<file path="config.mk">
export PLATFORM = sky130hd
export DESIGN_NAME = min_ratio_channel_select
export DESIGN_NICKNAME = d
export VERILOG_FILES = /design/src/rtl/min_ratio_channel_select.sv
export SDC_FILE = /design/constraint.sdc
export NUM_CORES = 1
export LEC_CHECK = 0
export BUFFER_PORTS_ARGS = -buffer_cell sky130_fd_sc_hd__buf_2
export CELL_PAD_IN_SITES_DETAIL_PLACEMENT = 1
export CELL_PAD_IN_SITES_GLOBAL_PLACEMENT = 1
export CORE_MARGIN = 1.5
export CORE_UTILIZATION = 38
export CTS_CLUSTER_SIZE = 30
export DETAILED_ROUTE_END_ITERATION = 12
export HOLD_SLACK_MARGIN = 0.03
export PLACE_DENSITY_LB_ADDON = 0.08
export SYNTH_ARGS = -nofsm -noshare
export SYNTH_HDL_FRONTEND = slang
export SYNTH_SLANG_ARGS = --single-unit
</file>
<file path="constraint.sdc">
create_clock -name clk -period 15 [get_ports clk]
set_input_delay 0.75 -clock clk [delete_from_list [all_inputs] [get_ports clk]]
set_output_delay 0.75 -clock clk [all_outputs]
set_load 0.02 [all_outputs]
</file>
<file path="src/rtl/min_ratio_channel_select.sv">
// rtl/min_ratio_channel_select.sv - picks the channel with the smallest F_c * Inv_A_c product
module min_ratio_channel_select #(
    parameter int PIX_W  = 8,
    parameter int INV_W  = 10,
    parameter int PROD_W = 18
) (
    input  logic              clk,
    input  logic              rst,
    input  logic              inva_load,
    input  logic [INV_W-1:0]  Inv_AR_in,
    input  logic [INV_W-1:0]  Inv_AG_in,
    input  logic [INV_W-1:0]  Inv_AB_in,
    input  logic              in_valid,
    output logic              in_ready,
    input  logic [PIX_W-1:0]  F_R,
    input  logic [PIX_W-1:0]  F_G,
    input  logic [PIX_W-1:0]  F_B,
    output logic              out_valid,
    input  logic              out_ready,
    output logic [1:0]        sel,
    output logic [PROD_W-1:0] min_prod,
    output logic [PIX_W-1:0]  F_R_o,
    output logic [PIX_W-1:0]  F_G_o,
    output logic [PIX_W-1:0]  F_B_o,
    output logic [INV_W-1:0]  Inv_AR_o,
    output logic [INV_W-1:0]  Inv_AG_o,
    output logic [INV_W-1:0]  Inv_AB_o
);

    typedef enum logic [1:0] {WAIT_A, RUN, DRAIN} state_t;

    state_t                   state_q, state_d;
    logic [2:0][INV_W-1:0]    inva_q, inva_d, pend_q, pend_d;
    logic [2:0][INV_W-1:0]    inv_in;
    logic [2:0][PIX_W-1:0]    f_in;

    logic                     v1_q, v1_d, v2_q, v2_d, v3_q, v3_d;
    logic [2:0][PROD_W-1:0]   p1_q, p1_d;
    logic [2:0][PIX_W-1:0]    f1_q, f1_d, f2_q, f2_d, f3_q, f3_d;
    logic [2:0][INV_W-1:0]    i1_q, i1_d, i2_q, i2_d, i3_q, i3_d;
    logic [1:0]               rg_sel_q, rg_sel_d, sel_q, sel_d;
    logic [PROD_W-1:0]        rg_min_q, rg_min_d, pb_q, pb_d, min_q, min_d;
    logic                     en;

    // Element 0 is R, 1 is G, 2 is B so the index matches the sel encoding.
    assign f_in   = {F_B, F_G, F_R};
    assign inv_in = {Inv_AB_in, Inv_AG_in, Inv_AR_in};

    assign en       = !v3_q || out_ready;
    assign in_ready = (state_q == RUN) && en && !inva_load;

    always_comb begin
        state_d  = state_q;
        inva_d   = inva_q;
        pend_d   = pend_q;
        v1_d     = v1_q;
        p1_d     = p1_q;
        f1_d     = f1_q;
        i1_d     = i1_q;
        v2_d     = v2_q;
        rg_sel_d = rg_sel_q;
        rg_min_d = rg_min_q;
        pb_d     = pb_q;
        f2_d     = f2_q;
        i2_d     = i2_q;
        v3_d     = v3_q;
        sel_d    = sel_q;
        min_d    = min_q;
        f3_d     = f3_q;
        i3_d     = i3_q;

        case (state_q)
            WAIT_A: begin
                if (inva_load) begin
                    inva_d  = inv_in;
                    state_d = RUN;
                end
            end
            RUN: begin
                if (inva_load) begin
                    pend_d  = inv_in;
                    state_d = DRAIN;
                end
            end
            DRAIN: begin
                if (inva_load) begin
                    pend_d = inv_in;
                end
                // A load arriving on the commit cycle is the newest value, so it wins.
                if (!v1_q && !v2_q && !v3_q) begin
                    inva_d  = inva_load ? inv_in : pend_q;
                    state_d = RUN;
                end
            end
            default: state_d = WAIT_A;
        endcase

        if (en) begin
            v1_d = in_valid && in_ready;
            f1_d = f_in;
            i1_d = inva_q;
            for (int c = 0; c < 3; c++) begin
                p1_d[c] = PROD_W'(f_in[c]) * PROD_W'(inva_q[c]);
            end

            v2_d     = v1_q;
            rg_sel_d = (p1_q[1] < p1_q[0]) ? 2'b01 : 2'b00;
            rg_min_d = (p1_q[1] < p1_q[0]) ? p1_q[1] : p1_q[0];
            pb_d     = p1_q[2];
            f2_d     = f1_q;
            i2_d     = i1_q;

            v3_d  = v2_q;
            sel_d = (pb_q < rg_min_q) ? 2'b10 : rg_sel_q;
            min_d = (pb_q < rg_min_q) ? pb_q : rg_min_q;
            f3_d  = f2_q;
            i3_d  = i2_q;
        end
    end

    always_ff @(posedge clk or posedge rst) begin
        if (rst) begin
            state_q  <= WAIT_A;
            inva_q   <= '0;
            pend_q   <= '0;
            v1_q     <= 1'b0;
            p1_q     <= '0;
            f1_q     <= '0;
            i1_q     <= '0;
            v2_q     <= 1'b0;
            rg_sel_q <= 2'b00;
            rg_min_q <= '0;
            pb_q     <= '0;
            f2_q     <= '0;
            i2_q     <= '0;
            v3_q     <= 1'b0;
            sel_q    <= 2'b00;
            min_q    <= '0;
            f3_q     <= '0;
            i3_q     <= '0;
        end else begin
            state_q  <= state_d;
            inva_q   <= inva_d;
            pend_q   <= pend_d;
            v1_q     <= v1_d;
            p1_q     <= p1_d;
            f1_q     <= f1_d;
            i1_q     <= i1_d;
            v2_q     <= v2_d;
            rg_sel_q <= rg_sel_d;
            rg_min_q <= rg_min_d;
            pb_q     <= pb_d;
            f2_q     <= f2_d;
            i2_q     <= i2_d;
            v3_q     <= v3_d;
            sel_q    <= sel_d;
            min_q    <= min_d;
            f3_q     <= f3_d;
            i3_q     <= i3_d;
        end
    end

    assign out_valid = v3_q;
    assign sel       = sel_q;
    assign min_prod  = min_q;
    assign F_R_o     = f3_q[0];
    assign F_G_o     = f3_q[1];
    assign F_B_o     = f3_q[2];
    assign Inv_AR_o  = i3_q[0];
    assign Inv_AG_o  = i3_q[1];
    assign Inv_AB_o  = i3_q[2];

endmodule

</file>
==> parameters.txt <==
Parameter                              Value

Setup path
  Reg-to-Reg End    p1_q[32]
  Crit-path max FO    10
  Category of the worst setup path capture point    flop
  Worst Path Arrival    5190 ps
  Type of element launching the critical path    flop
  Worst setup startpoint    inva_q[14]
  R2R depth    13
  Critical path type    flop to flop
  Req. time, crit path    around 15,000 ps
  Setup slack of the worst register-to-register path    between 10,000 and 15,000 ps
  RR Startpoint    inva_q[14]

Clock tree
  Post-CTS resize count    0
  Number of buffers inserted by hold repair at cts    0
  Clock transition at the registers of the reported paths    60 ps
  TritonCTS buffer count    41
  Level count of the clock H-tree    2
  CTS root buf    sky130_fd_sc_hd__clkbuf_16
  TritonCTS clock tree    yes
  Number of clock sinks    338
  Number of post-CTS setup repair buffers    0
  Clock insertion delay at the later pin of the skew report    roughly 570 ps
  Clock Path Buffers    3

Synthesis
  Async SR Flop Fraction    100%
  Post-synth net total    roughly 2,800
  Register bit total from synthesis    338
  Distinct cell type count after synthesis    52
  Fraction of the yosys area taken by sequential cells    around two fifths
  Dominant synthesized flop cell    sky130_fd_sc_hd__dfrtp_1
  Gate count after technology mapping    roughly 2,400
  Avg Inst Size Synth    ~9.1 sq um
  Netlist area before placement    about 22,000 sq um
  Top cell type by total area after synthesis    sky130_fd_sc_hd__dfrtp_1
  Top cells by area in the synthesized netlist    sky130_fd_sc_hd__dfrtp_1, sky130_fd_sc_hd__fa_1, sky130_fd_sc_hd__nand2_1
  Number of enable-type register cells in the synthesized netlist    0
  Warning count from the yosys run    0
  Share of Yosys cell area claimed by the top area cell type    between 30% and 40%

Routing
  Initial drt markers    ~720
  Vias/cell    around 4.9
  Per-cell routed wire length    between 15 and 20 microns
  Wire length reported by the detailed router    ~60,000 microns
  Overall via count from detail_route    16,200
  First-pass iteration count of the detailed router    5
  Post-route DRC violation count    0
  DRT antenna net count    0

Timing
  Final hold violation count    0
  Final Slew Violations    0
  Accumulated negative setup slack    0 ps
  Final number of setup-violating endpoints    0
  Transition time at the pin with the least slew margin    between 1000 and 1500 ps
  Max Fclk    213 MHz
  Worst slew margin relative to its limit    21.0%
  RSZ-0062 raised after global routing    false
  Setup Skew    ~20 ps
  Min Clock Period, post-route    ~4700 ps
  Fin Hold WS    about 330 ps
  Fraction of the cycle the final worst path needs    between 30% and 40%

Place
  Port Buf Inserts    about 130
  Last weighted congestion value of the routability-driven placer    between 0.8 and 0.9
  Half-perimeter wire length after detailed placement    between 40,000 and 50,000 microns

Finish
  Post-synthesis to final-layout area growth    11.8%
  Most common cell after layout, fill and taps aside    sky130_fd_sc_hd__nand2_1
  Net count, final    between 2,000 and 3,000
  Fraction of layout instances using a drive strength above 1    10.6%
  Most frequent cells in the layout    sky130_fd_sc_hd__nand2_1, sky130_fd_sc_hd__dfrtp_1, sky130_fd_sc_hd__inv_1, sky130_fd_sc_hd__and2_1, sky130_fd_sc_hd__ha_1

GRT
  Largest net degree at the start of global routing    around 160
  Vias in the first global route    17,500
  Global routing met2 resource utilization    34.6%
  Met1 routing resource usage after global routing    a little over a quarter
  Most used routing layer    met2
  Grt ovf    0
  Global-route wire length before repair    95,700 microns
  Antenna violations before repair    1
  Total global routing track utilization    20.2%
  GRT met3 Usage    2.39%

Floorplan
  Die Height    about 240 microns
  DIE AREA    ~59,000 sq um
  Floorplan Core Area    56,800 sq um
  Horizontal die dimension    between 200 and 250 microns
  Total number of placement rows    87
  Count of pins on the block boundary    135
  Initial Utilization    between 30% and 40%

Hold path
  Hold Path Class    input pin to async pin

Flow run
  Max-Cap Viols    0

Status
  Run status    finished clean
-- state kept, by name, indices dropped and copies added (netlist names), 18 cells and up --
register,count
f1_q,24
f2_q,24
i1_q,30
i2_q,30
inva_q,30
min_prod,18
p1_q,54
pb_q,18
pend_q,30
rg_min_q,18
-- synth_stat cells (17+ instances only) --
cell and n:
sky130_fd_sc_hd__inv_1 228, sky130_fd_sc_hd__xor2_1 18, sky130_fd_sc_hd__nand2_1 707, sky130_fd_sc_hd__and2_1 185, sky130_fd_sc_hd__nand3_1 44, sky130_fd_sc_hd__mux2i_1 32, sky130_fd_sc_hd__fa_1 144, sky130_fd_sc_hd__a22oi_1 17
sky130_fd_sc_hd__ha_1 151, sky130_fd_sc_hd__mux2_2 39, sky130_fd_sc_hd__clkbuf_1 103, sky130_fd_sc_hd__dfrtp_1 338, sky130_fd_sc_hd__o21ai_0 59, sky130_fd_sc_hd__a21oi_1 99, sky130_fd_sc_hd__nor2_1 94
-- worst max-delay path, stage by stage (launching register included) --
cell and delay [ps]:
sky130_fd_sc_hd__dfrtp_1 670, sky130_fd_sc_hd__and2_1 220, sky130_fd_sc_hd__fa_1 440, sky130_fd_sc_hd__fa_1 520, sky130_fd_sc_hd__fa_1 490, sky130_fd_sc_hd__inv_1 50
sky130_fd_sc_hd__fa_1 480, sky130_fd_sc_hd__inv_1 40, sky130_fd_sc_hd__ha_1 320, sky130_fd_sc_hd__o21ai_0 160, sky130_fd_sc_hd__nor4b_1 530, sky130_fd_sc_hd__nor3_1 120
sky130_fd_sc_hd__or4_1 490, sky130_fd_sc_hd__nand3_1 90
-- worst max-delay path by stage --
stage,endpoint,cells past startpoint
3_3_place_gp,p1_q[32],14
6_report,p1_q[32],13
4_1_cts,p1_q[35],13
5_1_grt,p1_q[32],13
3_5_place_dp,p1_q[32],14
2_1_floorplan,F_B_o[0],1
-- stage by stage --
stage	cells	setup slack (ps)	util, %	cell area (sq um)
after CTS	3275	10310	43.2	24600
after global routing	3276	10000	43.2	24600
after global placement	3202	10070	40.9	23200
after detailed placement	3202	9980	40.9	23200
after floorplan	2427	4880	-	22000
final	3276	10310	43.2	24600
-- layout make-up --
| type | instances | area, sq um |
|---|---|---|
| multi-input combinational | 1736 | 12200 |
| tap | 756 | 946 |
| antenna | 1 | 2.50 |
| timing repair buffer | 144 | 771 |
| fill | 6621 | 32300 |
| clock inverter | 13 | 128 |
| sequential | 338 | 8460 |
| inverter | 228 | 863 |
| clock buffer | 60 | 1220 |
-- logic make-up after synthesis --
logic type | after synthesis | synth area share (%)
AO/OA/AOI/OAI | 255 | 7.06
XOR/XNOR | 32 | 1.28
adder cells (fa/ha/maj) | 295 | 21.7
buffers and inverters | 353 | 6.18
flip-flops | 338 | 38.5
multiplexers | 80 | 4.07
AND/OR/NAND/NOR | 1074 | 21.2
-- metal layers --
layer | part of all wire [%] | routed length, microns | vias to the layer above
met4 | 1.8 | 1070 | 0
met1 | 47 | 27200 | 8137
met3 | 2.7 | 1580 | 66
met2 | 49 | 28600 | 184
met5 | 0 | 0 | -
li1 | - | - | 7784
Power is left out: the tool's default activity adds up to more than one toggle a clock period on the data nets, which glitch-free logic cannot reach.
